`config.mk`:
```
export PLATFORM = sky130hd
export DESIGN_NAME = mod_swapchain
export DESIGN_NICKNAME = d
export VERILOG_FILES = /design/src/rtl/mod_swapchain_pkg.sv /design/src/rtl/mod_swapchain.sv
export SDC_FILE = /design/constraint.sdc
export NUM_CORES = 1
export LEC_CHECK = 0
export BUFFER_PORTS_ARGS = -buffer_cell sky130_fd_sc_hd__buf_2
export CORE_MARGIN = 1
export CORE_UTILIZATION = 37
export DETAILED_ROUTE_END_ITERATION = 6
export RECOVER_POWER = 100
export SETUP_SLACK_MARGIN = 0.5
export SLEW_MARGIN = 40
export SYNTH_ARGS = -nofsm -noshare
export SYNTH_HDL_FRONTEND = slang
export SYNTH_SLANG_ARGS = --single-unit
```
`constraint.sdc`:
```
create_clock -name CLK -period 3.6 [get_ports CLK]
set_input_delay 0.72 -clock CLK [delete_from_list [all_inputs] [get_ports CLK]]
set_output_delay 0.72 -clock CLK [all_outputs]
set_load 0.005 [all_outputs]
```
`src/rtl/mod_swapchain_pkg.sv`:
```
// mod_swapchain_pkg: shared types for the modulation segment swap chain.
//   mod_settings_t     - settings bundle from the controller (UPDATE qualifies the rest)
//   transition_mode_t  - swap trigger source codes
//   REP_INFINITE       - repeat count meaning "play forever"
//   is_immediate()     - any unknown mode code behaves as IMMEDIATE
package mod_swapchain_pkg;

  localparam int unsigned MS_IDX_W      = 15;
  localparam int unsigned MS_SYS_TIME_W = 57;
  localparam int unsigned MS_REP_W      = 16;
  localparam int unsigned MS_MODE_W     = 8;
  localparam int unsigned MS_VALUE_W    = 64;

  localparam logic [MS_REP_W-1:0] REP_INFINITE = 16'hFFFF;

  typedef enum logic [MS_MODE_W-1:0] {
    TM_SYNC_IDX  = 8'h00,
    TM_SYS_TIME  = 8'h01,
    TM_GPIO      = 8'h02,
    TM_EXT       = 8'hF0,
    TM_IMMEDIATE = 8'hFF
  } transition_mode_t;

  typedef struct packed {
    logic                              UPDATE;
    logic                              REQ_RD_SEGMENT;
    logic [MS_MODE_W-1:0]              TRANSITION_MODE;
    logic [MS_VALUE_W-1:0]             TRANSITION_VALUE;
    logic [1:0][MS_IDX_W-1:0]          CYCLE;
    logic [1:0][MS_REP_W-1:0]          REP;
  } mod_settings_t;

  // Unknown mode codes fall back to an immediate swap.
  function automatic logic is_immediate(input logic [MS_MODE_W-1:0] mode);
    return !((mode == TM_SYNC_IDX) || (mode == TM_SYS_TIME) ||
             (mode == TM_GPIO)     || (mode == TM_EXT));
  endfunction

endpackage

```
`src/rtl/mod_swapchain.sv`:
```
// mod_swapchain: selects which modulation segment (0/1) is played, times
// requested segment swaps to a trigger source, and stops finite repeats.
//   CLK, RESETN   - clock, synchronous active-low reset
//   MOD_SETTINGS  - settings bundle, latched on UPDATE
//   SYS_TIME      - synchronised system time (SYS_TIME trigger)
//   IDX           - current sample index of each segment
//   GPIO_IN       - synchronised external triggers (GPIO trigger)
//   SEGMENT       - segment being read
//   STOP          - finite repetition finished, index holds
//   SWAPPED       - 1-cycle pulse when SEGMENT changes
module mod_swapchain
  import mod_swapchain_pkg::*;
#(
  parameter int unsigned IDX_W      = MS_IDX_W,
  parameter int unsigned SYS_TIME_W = MS_SYS_TIME_W
) (
  input  logic                    CLK,
  input  logic                    RESETN,
  input  mod_settings_t           MOD_SETTINGS,
  input  logic [SYS_TIME_W-1:0]   SYS_TIME,
  input  logic [1:0][IDX_W-1:0]   IDX,
  input  logic [3:0]              GPIO_IN,
  output logic                    SEGMENT,
  output logic                    STOP,
  output logic                    SWAPPED
);

  typedef enum logic [1:0] {ST_RUN, ST_WAIT, ST_SWAP, ST_HALT} state_t;

  state_t                     state_q, state_d;
  logic                       req_seg_q;
  logic [MS_MODE_W-1:0]       mode_q;
  logic [SYS_TIME_W-1:0]      value_q;
  logic [1:0][MS_REP_W-1:0]   rep_q;
  logic [1:0][IDX_W-1:0]      cycle_q;
  logic [1:0][IDX_W-1:0]      idx_q;
  logic [3:0]                 gpio_q;
  logic [MS_REP_W-1:0]        loop_cnt_q, loop_cnt_d;
  logic                       segment_d, stop_d, swapped_d;

  logic [1:0]                 wrap;
  logic                       cur_wrap, finite, limit, mode_ext, gpio_edge;
  logic                       trigger, target, do_swap;

  // Only the low SYS_TIME_W bits of the transition value are meaningful.
  logic unused_value_hi;
  assign unused_value_hi = ^MOD_SETTINGS.TRANSITION_VALUE[MS_VALUE_W-1:SYS_TIME_W];

  // Wrap of each segment: index went from CYCLE back to 0.
  always_comb begin
    for (int s = 0; s < 2; s++) begin
      wrap[s] = (idx_q[s] == cycle_q[s]) && (IDX[s] == '0);
    end
  end

  assign cur_wrap  = wrap[SEGMENT];
  assign finite    = (rep_q[SEGMENT] != REP_INFINITE);
  assign limit     = cur_wrap && finite && (loop_cnt_q == rep_q[SEGMENT]);
  assign mode_ext  = (mode_q == TM_EXT);
  assign gpio_edge = GPIO_IN[value_q[1:0]] & ~gpio_q[value_q[1:0]];
  assign target    = mode_ext ? ~SEGMENT : req_seg_q;

  // Trigger for the latched transition mode.
  always_comb begin
    case (mode_q)
      TM_SYNC_IDX: trigger = cur_wrap;
      TM_SYS_TIME: trigger = (SYS_TIME >= value_q);
      TM_GPIO:     trigger = gpio_edge;
      TM_EXT:      trigger = limit;
      default:     trigger = 1'b1;
    endcase
  end

  // Next-state and registered-output logic; UPDATE overrides any other event.
  always_comb begin
    state_d    = state_q;
    segment_d  = SEGMENT;
    stop_d     = STOP;
    swapped_d  = 1'b0;
    loop_cnt_d = loop_cnt_q;
    do_swap    = 1'b0;
    if (MOD_SETTINGS.UPDATE) begin
      loop_cnt_d = '0;
      if (MOD_SETTINGS.REQ_RD_SEGMENT == SEGMENT) begin
        state_d = ST_RUN;
        stop_d  = 1'b0;
      end else if (is_immediate(MOD_SETTINGS.TRANSITION_MODE)) begin
        state_d = ST_SWAP;
      end else begin
        state_d = ST_WAIT;
      end
    end else begin
      case (state_q)
        ST_RUN: begin
          if (limit) begin
            if (mode_ext) begin
              do_swap = 1'b1;
            end else begin
              state_d = ST_HALT;
              stop_d  = 1'b1;
            end
          end else if (cur_wrap && finite) begin
            loop_cnt_d = loop_cnt_q + 16'd1;
          end
        end
        ST_WAIT: begin
          if (trigger) begin
            do_swap = 1'b1;
          end else if (limit) begin
            state_d = ST_HALT;
            stop_d  = 1'b1;
          end else if (cur_wrap && finite) begin
            loop_cnt_d = loop_cnt_q + 16'd1;
          end
        end
        ST_SWAP: do_swap = 1'b1;
        ST_HALT: ;
      endcase
    end
    if (do_swap) begin
      state_d    = ST_RUN;
      segment_d  = target;
      swapped_d  = 1'b1;
      stop_d     = 1'b0;
      loop_cnt_d = '0;
    end
  end

  always_ff @(posedge CLK) begin
    if (!RESETN) begin
      state_q    <= ST_RUN;
      SEGMENT    <= 1'b0;
      STOP       <= 1'b0;
      SWAPPED    <= 1'b0;
      loop_cnt_q <= '0;
      req_seg_q  <= 1'b0;
      mode_q     <= '0;
      value_q    <= '0;
      rep_q      <= {REP_INFINITE, REP_INFINITE};
      cycle_q    <= '0;
      idx_q      <= '0;
      gpio_q     <= '0;
    end else begin
      state_q    <= state_d;
      SEGMENT    <= segment_d;
      STOP       <= stop_d;
      SWAPPED    <= swapped_d;
      loop_cnt_q <= loop_cnt_d;
      idx_q      <= IDX;
      gpio_q     <= GPIO_IN;
      if (MOD_SETTINGS.UPDATE) begin
        req_seg_q <= MOD_SETTINGS.REQ_RD_SEGMENT;
        mode_q    <= MOD_SETTINGS.TRANSITION_MODE;
        value_q   <= MOD_SETTINGS.TRANSITION_VALUE[SYS_TIME_W-1:0];
        rep_q     <= MOD_SETTINGS.REP;
        cycle_q   <= MOD_SETTINGS.CYCLE;
      end
    end
  end

endmodule

```
**After elaboration in Yosys (flattened, before gate mapping)**

Cells that the tools add are included.

- Bits in registers: 183
- Input port bits: 229
- Output and inout port bits: 3
- Logic and storage cells: 96

- $add $sub $neg: 1
- $lt $le $gt $ge: 3
- Eq/ne operators: 19
- Muxes and demuxes: 35
- Bitwise operators: 4
- Reductions and logical operators: 19

Operators with widths:

| kind | number |
|---|---|
| $mux 16 | 5 |
| $ge 57x57->1 | 1 |
| $pmux 16 s2 | 1 |
| $eq 15x15->1 | 2 |
| $logic_not 15->1 | 2 |
| $add 16x1->16 const B | 1 |
| $eq 16x16->1 | 1 |
| $eq 8x1->1 const B | 2 |
| $eq 8x2->1 const B | 2 |
| $eq 8x8->1 const B | 2 |
| $logic_not 8->1 | 2 |
| $mux 1 | 16 |
| $ne 16x16->1 const B | 1 |
| $mux 2 | 7 |
| $ne 3x3->1 const B | 4 |
| $reduce_and 6->1 | 1 |
| $reduce_and 5->1 | 1 |
| $bmux 1 s2 | 2 |
| $logic_and 1x1->1 | 4 |
| $pmux 1 s4 | 1 |
| $pmux 2 s2 | 1 |
| $logic_or 1x1->1 | 3 |
| $lt 2x3->1 const B | 1 |
| $not 1->1 | 3 |
| other kinds (15) | 15 |

**Longest topological paths before layout**

Gate-level depths: netlist of run 1.

- Word-level depth: 11
- Mapped depth: 13
- Depth with buffers taken out: 11

**Worst setup path after synthesis of run 1**

OpenSTA, ideal clock, no wires.

- Kind: input port to flip-flop
- From: input SYS_TIME[42]
- To: register loop_cnt_q[8]
- Setup time: 72 ps
- Data arrival time: 3060 ps
- Data required time: 3528 ps
- Setup slack: 468 ps
- Cell stages on the path: 12
- Buffers on the path: 2
- Cells stage by stage: ha_1 > a211oi_1 > nor2_1 > o311ai_0 > o211ai_1 > a2111oi_0 > a21oi_1 > o41ai_1 > buf_2 > buf_2 > nand3b_1 > mux2i_1

- Word-level cells in the longest chain between the ends: 6
- Elaborated cells on any way between the ends: 8
- Those cells by class: order compare (1); eq/ne (1); mux (4); reduce/logical (2)

Ends and longest elaborated chain:

| what | RTL line | RTL |
|---|---|---|
| start, declared | mod_swapchain.sv:20 | `input logic [SYS_TIME_W-1:0] SYS_TIME,` |
| $ge 57x57->1 * | mod_swapchain.sv:67 | `TM_SYS_TIME: trigger = (SYS_TIME >= value_q);` |
| $pmux 1 s4 * | mod_swapchain.sv:65 | `case (mode_q)` |
| $mux 1 | mod_swapchain.sv:107 | `if (trigger) begin` |
| $pmux 1 s3 | mod_swapchain.sv:93 | `case (state_q)` |
| $mux 1 | mod_swapchain.sv:82 | `if (MOD_SETTINGS.UPDATE) begin` |
| $reduce_or 3->1 (no line) | n/a |  |
| end signal, assigned | mod_swapchain.sv:148 | `loop_cnt_q <= loop_cnt_d;` |
| end, declared | mod_swapchain.sv:38 | `logic [MS_REP_W-1:0] loop_cnt_q, loop_cnt_d;` |

Every way passes the cells marked *; elsewhere a longest branch is shown, timed or not.
A chain may end at the register's enable or synchronous reset.

**Worst setup path in the final report of run 1**

- From: input SYS_TIME[42]
- To: register loop_cnt_q[14]

The elaborated chain is that of the path after synthesis.

==> run metrics, run 1 <==
GRT overflow 0; input/output buffers between 200 and 250; Pleak 5.08 nW; EDFF count, synth 0; vias in the first global route approximately 6800; HP Class flip-flop to flip-flop; largest net degree at the start of global routing 68; Global Route met1 Usage 21.7%; H-tree depth 4; routed length per placed instance 14.5 um; Critical Path End Type flip-flop; top achievable clock speed 313 MHz; Cell Pwr Density between 400 and 500 nW/um2; worst-path maximum fanout 8; Synthesized Nets approximately 1200; commonest non-fill, non-tap cell in the layout buf_2; # DRC 0; DR pass1 iterations 4; drt total wl around 22000 um; commonest non-fill, non-tap cells in the layout 220 x buf_2, 171 x dfxtp_1, 150 x mux2i_1, 112 x nor2_1; Post-CTS Hold Buffers 0; failing checks capacitance limit, slew limit; Die X about 160 um; post-synthesis sequential area ratio 40.8%; Yosys cell types 53; Root Driver clkbuf_16; core area 23600 um2; Vias around 7300; Worst-Margin Slew between 2 and 3 ns; met3 Resource Use GR between 3 and 4%; clk sinks about 180; Top FF cell, synth dfxtp_1; fin crit share slightly below 90%; final hold violations 0; CTS Buffer Depth 2; Routability Congestion 0.784; clock slew seen by the registers of the worst setup and hold paths approximately 0.08 ns; Routed Antenna Nets 0; synth warn 0; status finished with violations; minimum clock period between 3 and 4 ns; Area growth, synth to finish 28.6%; Post-Syn Instances between 900 and 1000; Worst EP arrival roughly 3.6 ns; post-synthesis async set-or-reset flop share 0%; GR peak layer met2; Synth Register Bits about 180; CTS tree done; met2 usage ~30%; share of layout cells above drive strength 1 between 20 and 30%; # setup viols final 0; Total GRT Usage ~17%; Final Slew Violations about 110; WS Path Type primary input to flip-flop; DIE AREA 24900 um2; antenna violations before repair 1; RSZ-0062 raised after global routing yes; Crit path required time 3.97 ns; Starting Density a little under two fifths; Place WS -0.0877 ns; clk_lat worst skew 0.44 ns; post-layout util 48.9%; critical path startpoint category primary input; Final #Nets between 1000 and 1500; vias per cell approximately 4.8; final hold slack just under 0.5 ns; Max Clock Skew ~0.018 ns; Core Rows 56; Cell Area, Synth between 8000 and 9000 um2; DP Wirelength approximately 16000 um; Iteration-0 DRC Markers 284; I/O pins 232; CTS Buf Count 17; Max Cap Violations 2; Setup TNS 0 ns; first-pass GRT wire length roughly 34000 um; fin worst setup slack 0.410 ns; worst rel slew slack -80.5%; Avg Synthesized Cell Area a little over 9 um2; Die Y ~160 um; worst vdd ir around 0.00026 V
## area by class of cell
type / instances / area (um2)
antenna: 1 / 2.50
clock buffer: 17 / 425
clock inverter: 15 / 179
fill: 2300 / 12100
inverter: 64 / 241
multi-input combinational: 670 / 5170
sequential: 183 / 3680
tap: 319 / 399
timing repair buffer: 253 / 1450
## worst max-delay path, stage by stage
cell       delay (ns)
buf_6            0.10
ha_4             0.23
a211oi_2         0.16
nor2_1           0.08
o311ai_2         0.26
o211ai_1         0.19
a2111oi_0        0.50
buf_4            0.21
nand2_2          0.04
a221o_1          0.39
buf_12           0.18
nor4_2           0.27
mux2i_1          0.21
## synth_stat cells, drive strengths merged, types with 3 or more instances
library cell / count / area (um2)
clkbuf: 21 / 78.8
and2: 36 / 225
a211oi: 6 / 45.0
inv: 64 / 240
o21ai: 19 / 95.1
nand4: 25 / 156
nor3: 18 / 110
and3: 4 / 26.3
a21o: 3 / 22.5
a2111oi: 3 / 32.5
o211ai: 3 / 22.5
nor2: 113 / 424
dfxtp: 183 / 3660
ha: 58 / 726
xnor2: 47 / 412
buf: 21 / 120
nand2: 61 / 229
a21oi: 22 / 110
nor4: 18 / 125
nand3: 25 / 125
a22oi: 3 / 22.5
nand2b: 7 / 43.8
nor2b: 4 / 25.0
mux2i: 156 / 1560
or3: 7 / 43.8
nand3b: 11 / 95.1
## stage by stage
step,power (mW),cells,instance area [um2]
after global placement,2.86,1476,10500
after global routing,5.03,1522,11500
after CTS,4.81,1510,11100
final,4.78,1522,11500
after detailed placement,2.88,1476,10500
after floorplan,2.63,959,8970
## repair_timing
action,in CTS,in global routing
gates cloned,0,2
pin swaps,2,16
setup buffers,2,9
resized for setup,3,66
endpoints found under the setup margin,16,20
## cells by family (layout without fill, tap and decap cells)
kind of cell,count (synthesis),count (layout),share of synthesized area [%]
AOI/OAI and AO/OA,70,70,4.95
xor gates and xnor gates,48,48,4.69
adders and majority gates,58,58,8.09
buffers and inverters,106,349,4.90
DFF,183,183,40.8
muxes,157,157,17.7
other,0,1,0
and+or+nand+nor,337,337,18.9
## power by group
part | total, mW | internal [mW] | leakage (nW) | switching, mW
clock network | 1.91 | 0.997 | 0.292 | 0.917
registers | 2.20 | 2.13 | 1.52 | 0.0656
logic | 0.667 | 0.348 | 3.27 | 0.320
## metal layers
metal | vias to the layer above | share of wire, %
met5 | - | 0
met4 | 0 | 0.84
met3 | 13 | 4.2
met2 | 121 | 49
met1 | 3390 | 46
li1 | 3754 | -
## final timing paths
| path | start | endpoint | slack (ns) | cells after the start |
|---|---|---|---|---|
| worst max register to register | value_q[42] | loop_cnt_q[14] | 0.43 | 13 |
| worst min register to register | value_q[49] | value_q[49] | 0.49 | 2 |
| worst max-delay path | SYS_TIME[42] | loop_cnt_q[14] | 0.41 | 13 |
| worst min-delay path | value_q[49] | value_q[49] | 0.49 | 2 |
## state kept, by name, indices dropped and copies added, names as in the netlist
register    flops
value_q        57
rep_q          32
cycle_q        30
idx_q          30
loop_cnt_q     16
mode_q          8
gpio_q          4
state_q         2
SEGMENT         1
STOP            1
SWAPPED         1
req_seg_q       1
(Power assumes the default switching activity.)
==> inputs of run 2 (changes only) <==
Settings changed: CELL_PAD_IN_SITES_DETAIL_PLACEMENT from default to 1, CELL_PAD_IN_SITES_GLOBAL_PLACEMENT from default to 1, HOLD_SLACK_MARGIN from default to 0.15, PLACE_DENSITY_LB_ADDON from default to 0.1.
==> run metrics, run 2 (same netlist as run 1, synthesis figures left out) <==
status finished with violations; failing checks capacitance limit, slew limit; post-layout util 47.9% (-0.93 points); Max stage delay on crit path 0.40 ns (-0.10 ns); worst rel slew slack -77.7% (+2.9 points); drt total wl 23300 um (+5.6%); Total GRT Usage 19.1% (+1.8 points); Die X 158 um (unchanged); Fillers 2807 (+22%); vias in the first global route 7498 (+10%); antenna violations before repair 4 (+3); CTS Buffer Depth 2 (unchanged); CP Launch Point SYS_TIME[55]; Final Slew Violations 133 (+23%); sequential share of power 46.3% (+0.3 points); area occupied by multi-input gates 5080 um2 (-1.7%); largest registers value_q (57), rep_q (32); share of layout cells above drive strength 1 25.9% (-2.4 points); NetSw 1.33 mW (+2.0%); clock slew seen by the registers of the worst setup and hold paths 0.08 ns (about the same); Worst-Margin Slew 2.66 ns (-0.0428 ns); Iteration-0 DRC Markers 278 (-2.1%); Die Y 158 um (unchanged); Max Cap Violations 2 (unchanged); DIE AREA 24900 um2 (unchanged); top achievable clock speed 313 MHz (about the same); vias per cell 4.88 (+2.0%); Worst EP arrival 3.55 ns (about the same); # setup viols final 0 (unchanged); sw frac 28.0% (+0.76 points); P_int 3.41 mW (-1.8%); first-pass GRT wire length 37000 um (+10%); # DRC 0 (unchanged); DP Wirelength 17400 um (+8.9%); Crit path required time 3.96 ns (about the same); commonest non-fill, non-tap cell in the layout buf_2; clk sinks 183 (unchanged); Max Clock Skew 0.0151 ns (-0.00261 ns); minimum clock period 3.19 ns (+0.000363 ns); Worst path slowest cell a221o_1; largest net degree at the start of global routing 68 (unchanged); commonest non-fill, non-tap cells in the layout 219 x buf_2, 179 x dfxtp_1, 152 x mux2i_1, 113 x nor2_1, 62 x inv_1; max FFs per register 57 (unchanged); Final #Nets 1467 (-0.61%); Area growth, synth to finish 26.2%; crit-path cells buf_2 -> ha_1 -> nand4_1 -> buf_4 -> nor2_1 -> a31oi_1 -> o211ai_1 -> a2111oi_0 -> clkbuf_1 -> nand2_2 -> a221o_1 -> buf_12 -> or3_4 -> a21oi_1; CTS Buf Count 17 (unchanged); worst vdd ir 0.000285 V (+11%); clk_lat worst skew 0.44 ns (about the same); fin crit share 88.6% (about the same); Critical Path End Type flip-flop; Vias 7387 (+1.5%); worst-path maximum fanout 8 (unchanged); GRT overflow 0 (unchanged); Pleak 5.00 nW (-1.6%); core area 23600 um2 (unchanged); Final Power 4.74 mW (-0.77%); Routed Antenna Nets 0 (unchanged); CTS tree done; final hold violations 0 (unchanged); RSZ-0062 raised after global routing yes; critical path startpoint category primary input; most flop-heavy register value_q; clock network power share 39.7% (-0.4 points); Core Rows 56 (unchanged); WS Path Type primary input to flip-flop; DR pass1 iterations 5 (+1); input/output buffers 224 (unchanged); final hold slack 0.471 ns (-0.0144 ns); HP Class flip-flop to flip-flop; H-tree depth 4 (unchanged); I/O pins 232 (unchanged); Cell Pwr Density 419 nW/um2 (+1.2%); Routability Congestion 0.748 (-4.6%); Root Driver clkbuf_16; Starting Density 38.0% (unchanged); Hold Path Origin STOP; Logic pwr share 14.0% (about the same); FF/Latch Area 3670 um2 (-0.27%); routed length per placed instance 15.4 um (+6.1%); RR Startpoint value_q[55]
## run 2: metrics by stage
| step | setup WS, ns | instance area (um2) | setup TNS, ns | instances |
|---|---|---|---|---|
| final | 0.409 | 11300 | 0 | 1515 |
| after detailed placement | -0.0601 | 10500 | -0.159 | 1477 |
| after CTS | 0.465 | 11100 | 0 | 1509 |
| after global routing | 0.206 | 11300 | 0 | 1515 |
| after floorplan | 0.517 | 8970 | 0 | 959 |
| after global placement | 0.0191 | 10500 | 0 | 1477 |
## run 2: final cells by class
type	count	area share (%)
multi-input cells	670	44.8
diodes	3	0.0663
inverters	64	2.13
flip-flops and latches	183	32.4
well taps	319	3.53
repair buffers	244	11.7
clock buffers	17	3.76
clock inverters	15	1.55
## run 2: repair_timing
action	CTS	global route
pin swaps	2	22
endpoints found under the setup margin	12	20
setup buffers	0	2
gates resized for setup	5	44
gates cloned	0	1
hold buffers	0	0
## run 2: path summary, 6_finish.rpt
kind	cells after the start	slack [ns]	end
setup / recovery	14	0.41	loop_cnt_q[3]
hold / removal	1	0.47	STOP
setup reg to reg	14	0.44	loop_cnt_q[3]
hold reg to reg	1	0.47	STOP
## run 2: layer usage
metal  wire [um]  global-route usage, %
met2       11800                   33.8
met4         142                   4.99
met1       10400                   22.9
met5          13                      0
met3         986                   4.41
## run 2: worst max-delay path, delay by kind of cell
kind                     cells  cell delay (ns)
adder cells (fa/ha/maj)      1             0.31
AND/OR/NAND/NOR              4             0.60
buffers and inverters        4             0.62
AO/OA/AOI/OAI                5             1.28
## run 2: power groups by stage
stage | sequential (mW) | clock [mW] | combinational (mW)
final | 2.20 | 1.88 | 0.663
after floorplan | 2.22 | 0 | 0.406
after global routing | 2.21 | 2.04 | 0.756
after CTS | 2.20 | 1.95 | 0.654
after detailed placement | 2.24 | 0 | 0.646
after global placement | 2.24 | 0 | 0.629
